[src/rtl/tdm_demux_rtl.sv]
// Time-division demultiplexer: steers serial samples into channel slots aligned by
// a frame-start marker and offers each completed frame on a valid/ready handshake.
module tdm_demux_rtl #(
    parameter int unsigned CH = 4,
    parameter int unsigned SW = 2
) (
    input  logic          clk,
    input  logic          rst_n,
    input  logic          din,
    input  logic          din_valid,
    input  logic          frame_start,
    output logic [CH-1:0] dout,
    output logic          dout_valid,
    input  logic          dout_ready,
    output logic [SW-1:0] slot,
    output logic          sync_err,
    output logic          overrun,
    input  logic          clr_err
);

    localparam int unsigned AW = CH - 1;

    typedef enum logic {
        HUNT    = 1'b0,
        COLLECT = 1'b1
    } state_t;

    state_t          r_state;
    logic [AW-1:0]   r_asm;
    logic [SW-1:0]   r_slot;
    logic [CH-1:0]   r_dout;
    logic            r_dout_valid;
    logic            r_sync_err;
    logic            r_overrun;

    logic            w_xfer;
    logic            w_last;
    logic            w_zero;
    logic            w_collect;
    logic            w_complete;
    logic            w_sync_set;
    logic            w_ovr_set;
    logic [CH-1:0]   w_word;

    // Channel CH-1 is never stored: it is taken straight from din when the frame closes.
    assign w_xfer     = r_dout_valid & dout_ready;
    assign w_last     = (r_slot == SW'(CH - 1));
    assign w_zero     = (r_slot == '0);
    assign w_collect  = din_valid & (r_state == COLLECT);
    assign w_complete = w_collect & ~frame_start & w_last;
    assign w_sync_set = w_collect & (frame_start ? ~w_zero : w_zero);
    assign w_ovr_set  = w_complete & r_dout_valid & ~dout_ready;
    assign w_word     = {din, r_asm};

    always_ff @(posedge clk or negedge rst_n) begin
        if (!rst_n) begin
            r_state      <= HUNT;
            r_asm        <= '0;
            r_slot       <= '0;
            r_dout       <= '0;
            r_dout_valid <= 1'b0;
            r_sync_err   <= 1'b0;
            r_overrun    <= 1'b0;
        end else begin
            if (din_valid) begin
                case (r_state)
                    HUNT: begin
                        if (frame_start) begin
                            r_asm   <= AW'(din);
                            r_slot  <= SW'(1);
                            r_state <= COLLECT;
                        end
                    end
                    COLLECT: begin
                        if (frame_start) begin
                            r_asm  <= AW'(din);
                            r_slot <= SW'(1);
                        end else if (w_zero) begin
                            r_state <= HUNT;
                        end else if (w_last) begin
                            r_slot <= '0;
                        end else begin
                            r_asm[r_slot] <= din;
                            r_slot        <= r_slot + SW'(1);
                        end
                    end
                    default: r_state <= HUNT;
                endcase
            end

            // A held frame that is not accepted blocks the new one.
            if (w_complete && !w_ovr_set) begin
                r_dout       <= w_word;
                r_dout_valid <= 1'b1;
            end else if (w_xfer) begin
                r_dout_valid <= 1'b0;
            end

            if (w_sync_set)
                r_sync_err <= 1'b1;
            else if (clr_err)
                r_sync_err <= 1'b0;

            if (w_ovr_set)
                r_overrun <= 1'b1;
            else if (clr_err)
                r_overrun <= 1'b0;
        end
    end

    assign dout       = r_dout;
    assign dout_valid = r_dout_valid;
    assign slot       = r_slot;
    assign sync_err   = r_sync_err;
    assign overrun    = r_overrun;

endmodule

[config.mk]
export PLATFORM = sky130hd
export DESIGN_NAME = tdm_demux_rtl
export DESIGN_NICKNAME = d
export VERILOG_FILES = /design/src/rtl/tdm_demux_rtl.sv
export SDC_FILE = /design/constraint.sdc
export NUM_CORES = 1
export LEC_CHECK = 0
export CORE_MARGIN = 5
export CORE_UTILIZATION = 47
export DETAILED_ROUTE_END_ITERATION = 10
export GPL_TIMING_DRIVEN = 0
export PLACE_DENSITY = 0.72
export SLEW_MARGIN = 15
export SYNTH_ARGS = -nofsm -noshare
export SYNTH_HDL_FRONTEND = slang
export SYNTH_SLANG_ARGS = --single-unit
[constraint.sdc]
create_clock -name clk -period 1.9 [get_ports clk]
set_input_delay 0.38 -clock clk [delete_from_list [all_inputs] [get_ports clk]]
set_output_delay 0.38 -clock clk [all_outputs]
set_load 0.01 [all_outputs]
# Yosys cells after proc, flatten, opt, wreduce, memory -nomap -nowiden
# Cells that the tools add are included.
# word_totals
wordCells	57
rom_bits	0
n_memories	0
input_bits	7
ff_bits	13
out_inout_bits	9
latchBits	0
ramBits	0
# op_classes
n_shift	0
bitwise_logic	11
magnitude_cmp	2
n_mul	0
add_sub_neg	1
n_reduce_logical	9
eq_ne	4
n_div	0
muxes	23
# op_table
operator	count
3-bit 2-to-1 mux	4
1-bit 2-to-1 mux	10
2-bit 2-to-1 mux	4
1-bit bitwise AND	7
3-bit inequality test (second input constant)	2
3-bit case mux with 2 select lines	1
2-bit nonzero test	3
1-bit NOT	4
2-bit case mux with 2 select lines	1
4-bit AND reduction	1
3-bit bitwise mux	1
2-bit by 3-bit less-than comparator with 1-bit output (second input constant)	1
3-bit AND reduction	1
2-bit by 1-bit adder with 2-bit output (second input constant)	1
1-bit demux with 2-bit select	1
2-bit == test (second input constant)	1
2-bit by 1-bit >= comparator with 1-bit output (second input constant)	1
1-bit logical AND	2
2-bit logical NOT	1
2-bit inequality test (second input constant)	1
1-bit case mux with 2 select lines	1
1-bit logical NOT	1

# Longest topological paths before layout
# depth
depth_word	9
ltp_mapped	5
mapped_depth_nobuf	5

# Worst setup path after synthesis
# Ideal clock, no wire load.
# synth_timing
path_kind	register to register
startpoint	reg r_slot[0], in the netlist slot[0]
endpoint	reg r_asm[1]
path_stages_with_launch	6
slack_ps	381
arrival_time_ps	1395
n_path_buf	0
period_less_slack_ps	1519
required_ps	1776
setup_ps	124
cell_sequence	dfrtp_1 > inv_1 > ha_1 > nand4bb_4 > and2_4 > a211o_1
# synth_between
elab_chain_cells	9
elab_cells_between_ends	15
cone_classes	order compare: 2; eq/ne: 3; mux: 7; reduce/logical: 3
# synth_lines
element	line	source
start: declaration	30	logic [SW-1:0] r_slot;
start signal: assignment	84	r_slot <= r_slot + SW'(1);
2-bit by 3-bit less-than comparator with 1-bit output (not written as such) / 2-bit by 1-bit >= comparator with 1-bit output (equally long branches)	83	r_asm[r_slot] <= din;
1-bit logical AND (not written as such)	83	
1-bit 2-to-1 mux (not written as such)	83	
1-bit demux with 2-bit select	83	
3-bit bitwise mux	83	
3-bit 2-to-1 mux	80	end else if (w_last) begin
3-bit 2-to-1 mux	78	end else if (w_zero) begin
3-bit 2-to-1 mux	75	if (frame_start) begin
3-bit case mux with 2 select lines	66	case (r_state)
end signal: assignment	69	r_asm <= AW'(din);
end signal: assignment	76	r_asm <= AW'(din);
end signal: indexed assignment	83	
end: declaration	29	logic [AW-1:0] r_asm;
# Several ways; a longest one is shown, not always the timed one. The select of a mux whose other input is x is not followed.
# A chain may end at the register's enable or synchronous reset.

# Final worst setup path
# layout_timing
startpoint	reg r_slot[0], in the netlist slot[0]
endpoint	out slot[0]
# layout_rtl
element	line	source
end: declaration	15	output logic [SW-1:0] slot,
# No word-level cell between the ends.

==> impl_metrics.env <==
export IMPL_run_status="complete, no violations"
export IMPL_initial_antenna_violation_count=0
export IMPL_dieWidth_um=48.9
export IMPL_core_region_area_um2=1470
export IMPL_port_buffers=14
export IMPL_place_inst=88
export IMPL_drt_first_pass_iters=2
export IMPL_final_hold_violation_count=0
export IMPL_seq_area_um2=325
export IMPL_place_congestion=0.769
export IMPL_cts_root_buffer_cell="sky130_fd_sc_hd__clkbuf_4"
export IMPL_worst_path_max_fanout=5
export IMPL_stdcell_count=92
export IMPL_detailroute_via_count=501
export IMPL_cts_post_setup_buffers_inserted=0
export IMPL_tightest_slew_ns=0.571
export IMPL_cts_max_path_buffers=2
export IMPL_critical_path_startpoint="slot[0]$_DFFE_PN0P_"
export IMPL_synth_distinct_cells=22
export IMPL_area_delta_synth_final_pct=26.2
export IMPL_cts_reportedPaths_clkPinSlew_ns=0.08
export IMPL_vias_in_the_first_global_route=541
export IMPL_wirelength_um=1310
export IMPL_cp_buffers_inverters=1
export IMPL_worstReg2RegStart="slot[0]$_DFFE_PN0P_"
export IMPL_first_iter_violations=5
export IMPL_power_leakage_nw=0.429
export IMPL_critical_path_top_delay_family="buffers and inverters"
export IMPL_max_cap_violations=0
export IMPL_pin_count_of_the_biggest_net_entering_global_routing=14
export IMPL_fill_cells=137
export IMPL_crit_path_max_delay_cell_type="sky130_fd_sc_hd__clkdlybuf4s50_1"
export IMPL_power_total_mw=1.20
export IMPL_worst_endpoint_required_ns=1.52
export IMPL_tritoncts="built"
export IMPL_maxClockFrequency_ghz=0.609
export IMPL_row_count=14
export IMPL_crit_chain="clkdlybuf4s50_1"
export IMPL_setup_worst_path_start_class="register"
export IMPL_post_cts_hold_buffer_count=0
export IMPL_ys_warn_count=0
export IMPL_setup_tns_final_ns=0
export IMPL_worst_slew_margin_rel_pct=61.8
export IMPL_route_detailed_drc=0
export IMPL_global_route_usage_total_pct=13.2
export IMPL_syn_inst=58
export IMPL_critical_path_arrival_ns=1.26
export IMPL_postSynthAreaPerCell_um2=12.3
export IMPL_critical_path_endpoint_type="output port"
export IMPL_syn_nets=70
export IMPL_max_stage_delay_ns=0.56
export IMPL_ir_drop_v=0.000758
export IMPL_worstSetupPathType="reg -> out"
export IMPL_diodes=0
export IMPL_ctsResizeCount=0
export IMPL_io_pin_count=16
export IMPL_period_minus_slack_ns=1.64
export IMPL_dpl_hpwl_um=1040
export IMPL_final_setup_skew_ns=0.00260
export IMPL_min_period_over_period_pct=86.4
export IMPL_synth_seq_area_share_pct=45.7
export IMPL_starting_density_of_the_core_pct=48.4
export IMPL_cts_sinks=13
export IMPL_cts_max_level=1
export IMPL_synth_seq_cells=13
export IMPL_power_dens_cells_nw_per_um2=1340
export IMPL_design_die_area_um2=2390
export IMPL_final_antenna_violating_net_count=0
export IMPL_rsz0062_at_grt="false"
export IMPL_fin_util_pct=61.1
export IMPL_final_setup_fails=0
export IMPL_clkLatencyLatePin_ns=0.28
export IMPL_report_final_slew_viol_count=0
export IMPL_floorplan_die_height_um=48.9
export IMPL_timing_reg2reg_setup_slack_ns=0.32
export IMPL_via_per_inst=5.45
export IMPL_globalRoute_totalOverflow=0
export IMPL_post_route_cells_drive_above_1_share_pct=19.7
export IMPL_drt_wirelength_per_cell_um=14.2
export IMPL_finish_net_count=89
export IMPL_grt_first_pass_wirelength_um=2440
export IMPL_numCtsBuffers=3
export IMPL_synth_cell_area_um2=712
export IMPL_multiInputGateArea_um2=342
export IMPL_hold_class="in -> reg"
export IMPL_holdCritStartpoint="din_valid"
sequential cells by signal, summed over array words and instances, names as in the netlist:
name and count:
dout 4, dout_valid 1, overrun 1, r_asm 3, r_state 1, slot 2, sync_err 1
logic make-up after synthesis:
| logic type | synth area share, % |
|---|---|
| simple gates | 19.7 |
| compound gates | 10.0 |
| buf+inv | 6.33 |
| flops | 45.7 |
| mux | 9.49 |
| fa+ha+maj | 8.79 |
area by class of cell:
cell class / count / area share [%]
multi-input combinational: 37 / 38.0
sequential: 13 / 36.2
timing repair buffer: 14 / 15.6
clock buffer: 4 / 2.92
buffer: 2 / 2.51
inverter: 6 / 2.51
tap: 16 / 2.23
cells in the mapped netlist:
library cell                 n  area (um^2)
sky130_fd_sc_hd__nand4_1     1         6.26
sky130_fd_sc_hd__o22ai_1     3         18.8
sky130_fd_sc_hd__nor4bb_1    2         20.0
sky130_fd_sc_hd__dfrtp_1    13          325
sky130_fd_sc_hd__a31oi_1     2         12.5
sky130_fd_sc_hd__nand4b_1    1         8.76
sky130_fd_sc_hd__inv_1       6         22.5
sky130_fd_sc_hd__buf_6       2         22.5
sky130_fd_sc_hd__o2bb2ai_1   1         8.76
sky130_fd_sc_hd__a21oi_1     2         10.0
sky130_fd_sc_hd__nor2b_4     1         13.8
sky130_fd_sc_hd__nand2_1     4         15.0
sky130_fd_sc_hd__o21ai_0     1         5.00
sky130_fd_sc_hd__nor2_1      1         3.75
sky130_fd_sc_hd__nand4b_4    1         23.8
sky130_fd_sc_hd__ha_1        5         62.6
sky130_fd_sc_hd__mux2_2      6         67.6
sky130_fd_sc_hd__and2_4      1         8.76
sky130_fd_sc_hd__a211o_1     1         8.76
sky130_fd_sc_hd__nand4bb_4   1         27.5
sky130_fd_sc_hd__o31ai_1     1         7.51
sky130_fd_sc_hd__nand2b_1    2         12.5
worst paths after layout:
check	end	depth (start not counted)
worst max-delay path	slot[0]	1
min in group asynchronous	sync_err$_DFFE_PN0P_	1
worst min-delay path	r_state$_DFFE_PN0P_	2
worst max register to register	r_asm[1]$_DFFE_PN0P_	5
worst min register to register	dout[3]$_DFFE_PN0P_	1
max in group asynchronous	dout[3]$_DFFE_PN0P_	1
per-layer routing:
layer	wire [um]	global-route usage, %	up-vias
li1	-	-	245
met1	562	14.1	242
met2	658	22.4	12
met3	62	4.28	2
met4	24	8.07	0
met5	0	0	-
through the flow:
step	hold slack, ns	instance area, um^2	worst slack [ns]
finish	0.353	898	0.259
global route	0.349	898	0.194
CTS	0.345	898	0.238
detailed placement	0.499	872	0.0699
global placement	0.487	872	0.0546
floorplan	0.0844	712	0.381
cell usage in the layout, fill, tap and decap left out, drive strengths merged, types with 3 or more instances in the layout:
cell type and count:
nand2 4, ha 5, clkdlybuf4s50 14, dfrtp 13, inv 6, mux2 6
o22ai 3, clkbuf 4
report_power, final:
part	switching (mW)	internal (mW)
registers	0.0633	0.374
clock network	0.0886	0.0815
logic	0.256	0.337
total	0.408	0.793
worst reg2reg max path, cell delays in order, from the launching register on:
cell and delay, ns:
sky130_fd_sc_hd__dfrtp_1 0.42, sky130_fd_sc_hd__inv_1 0.11, sky130_fd_sc_hd__ha_1 0.24, sky130_fd_sc_hd__nand4bb_4 0.25, sky130_fd_sc_hd__and2_4 0.18, sky130_fd_sc_hd__a211o_1 0.28
Note: power is estimated with default switching activity, not from simulation.
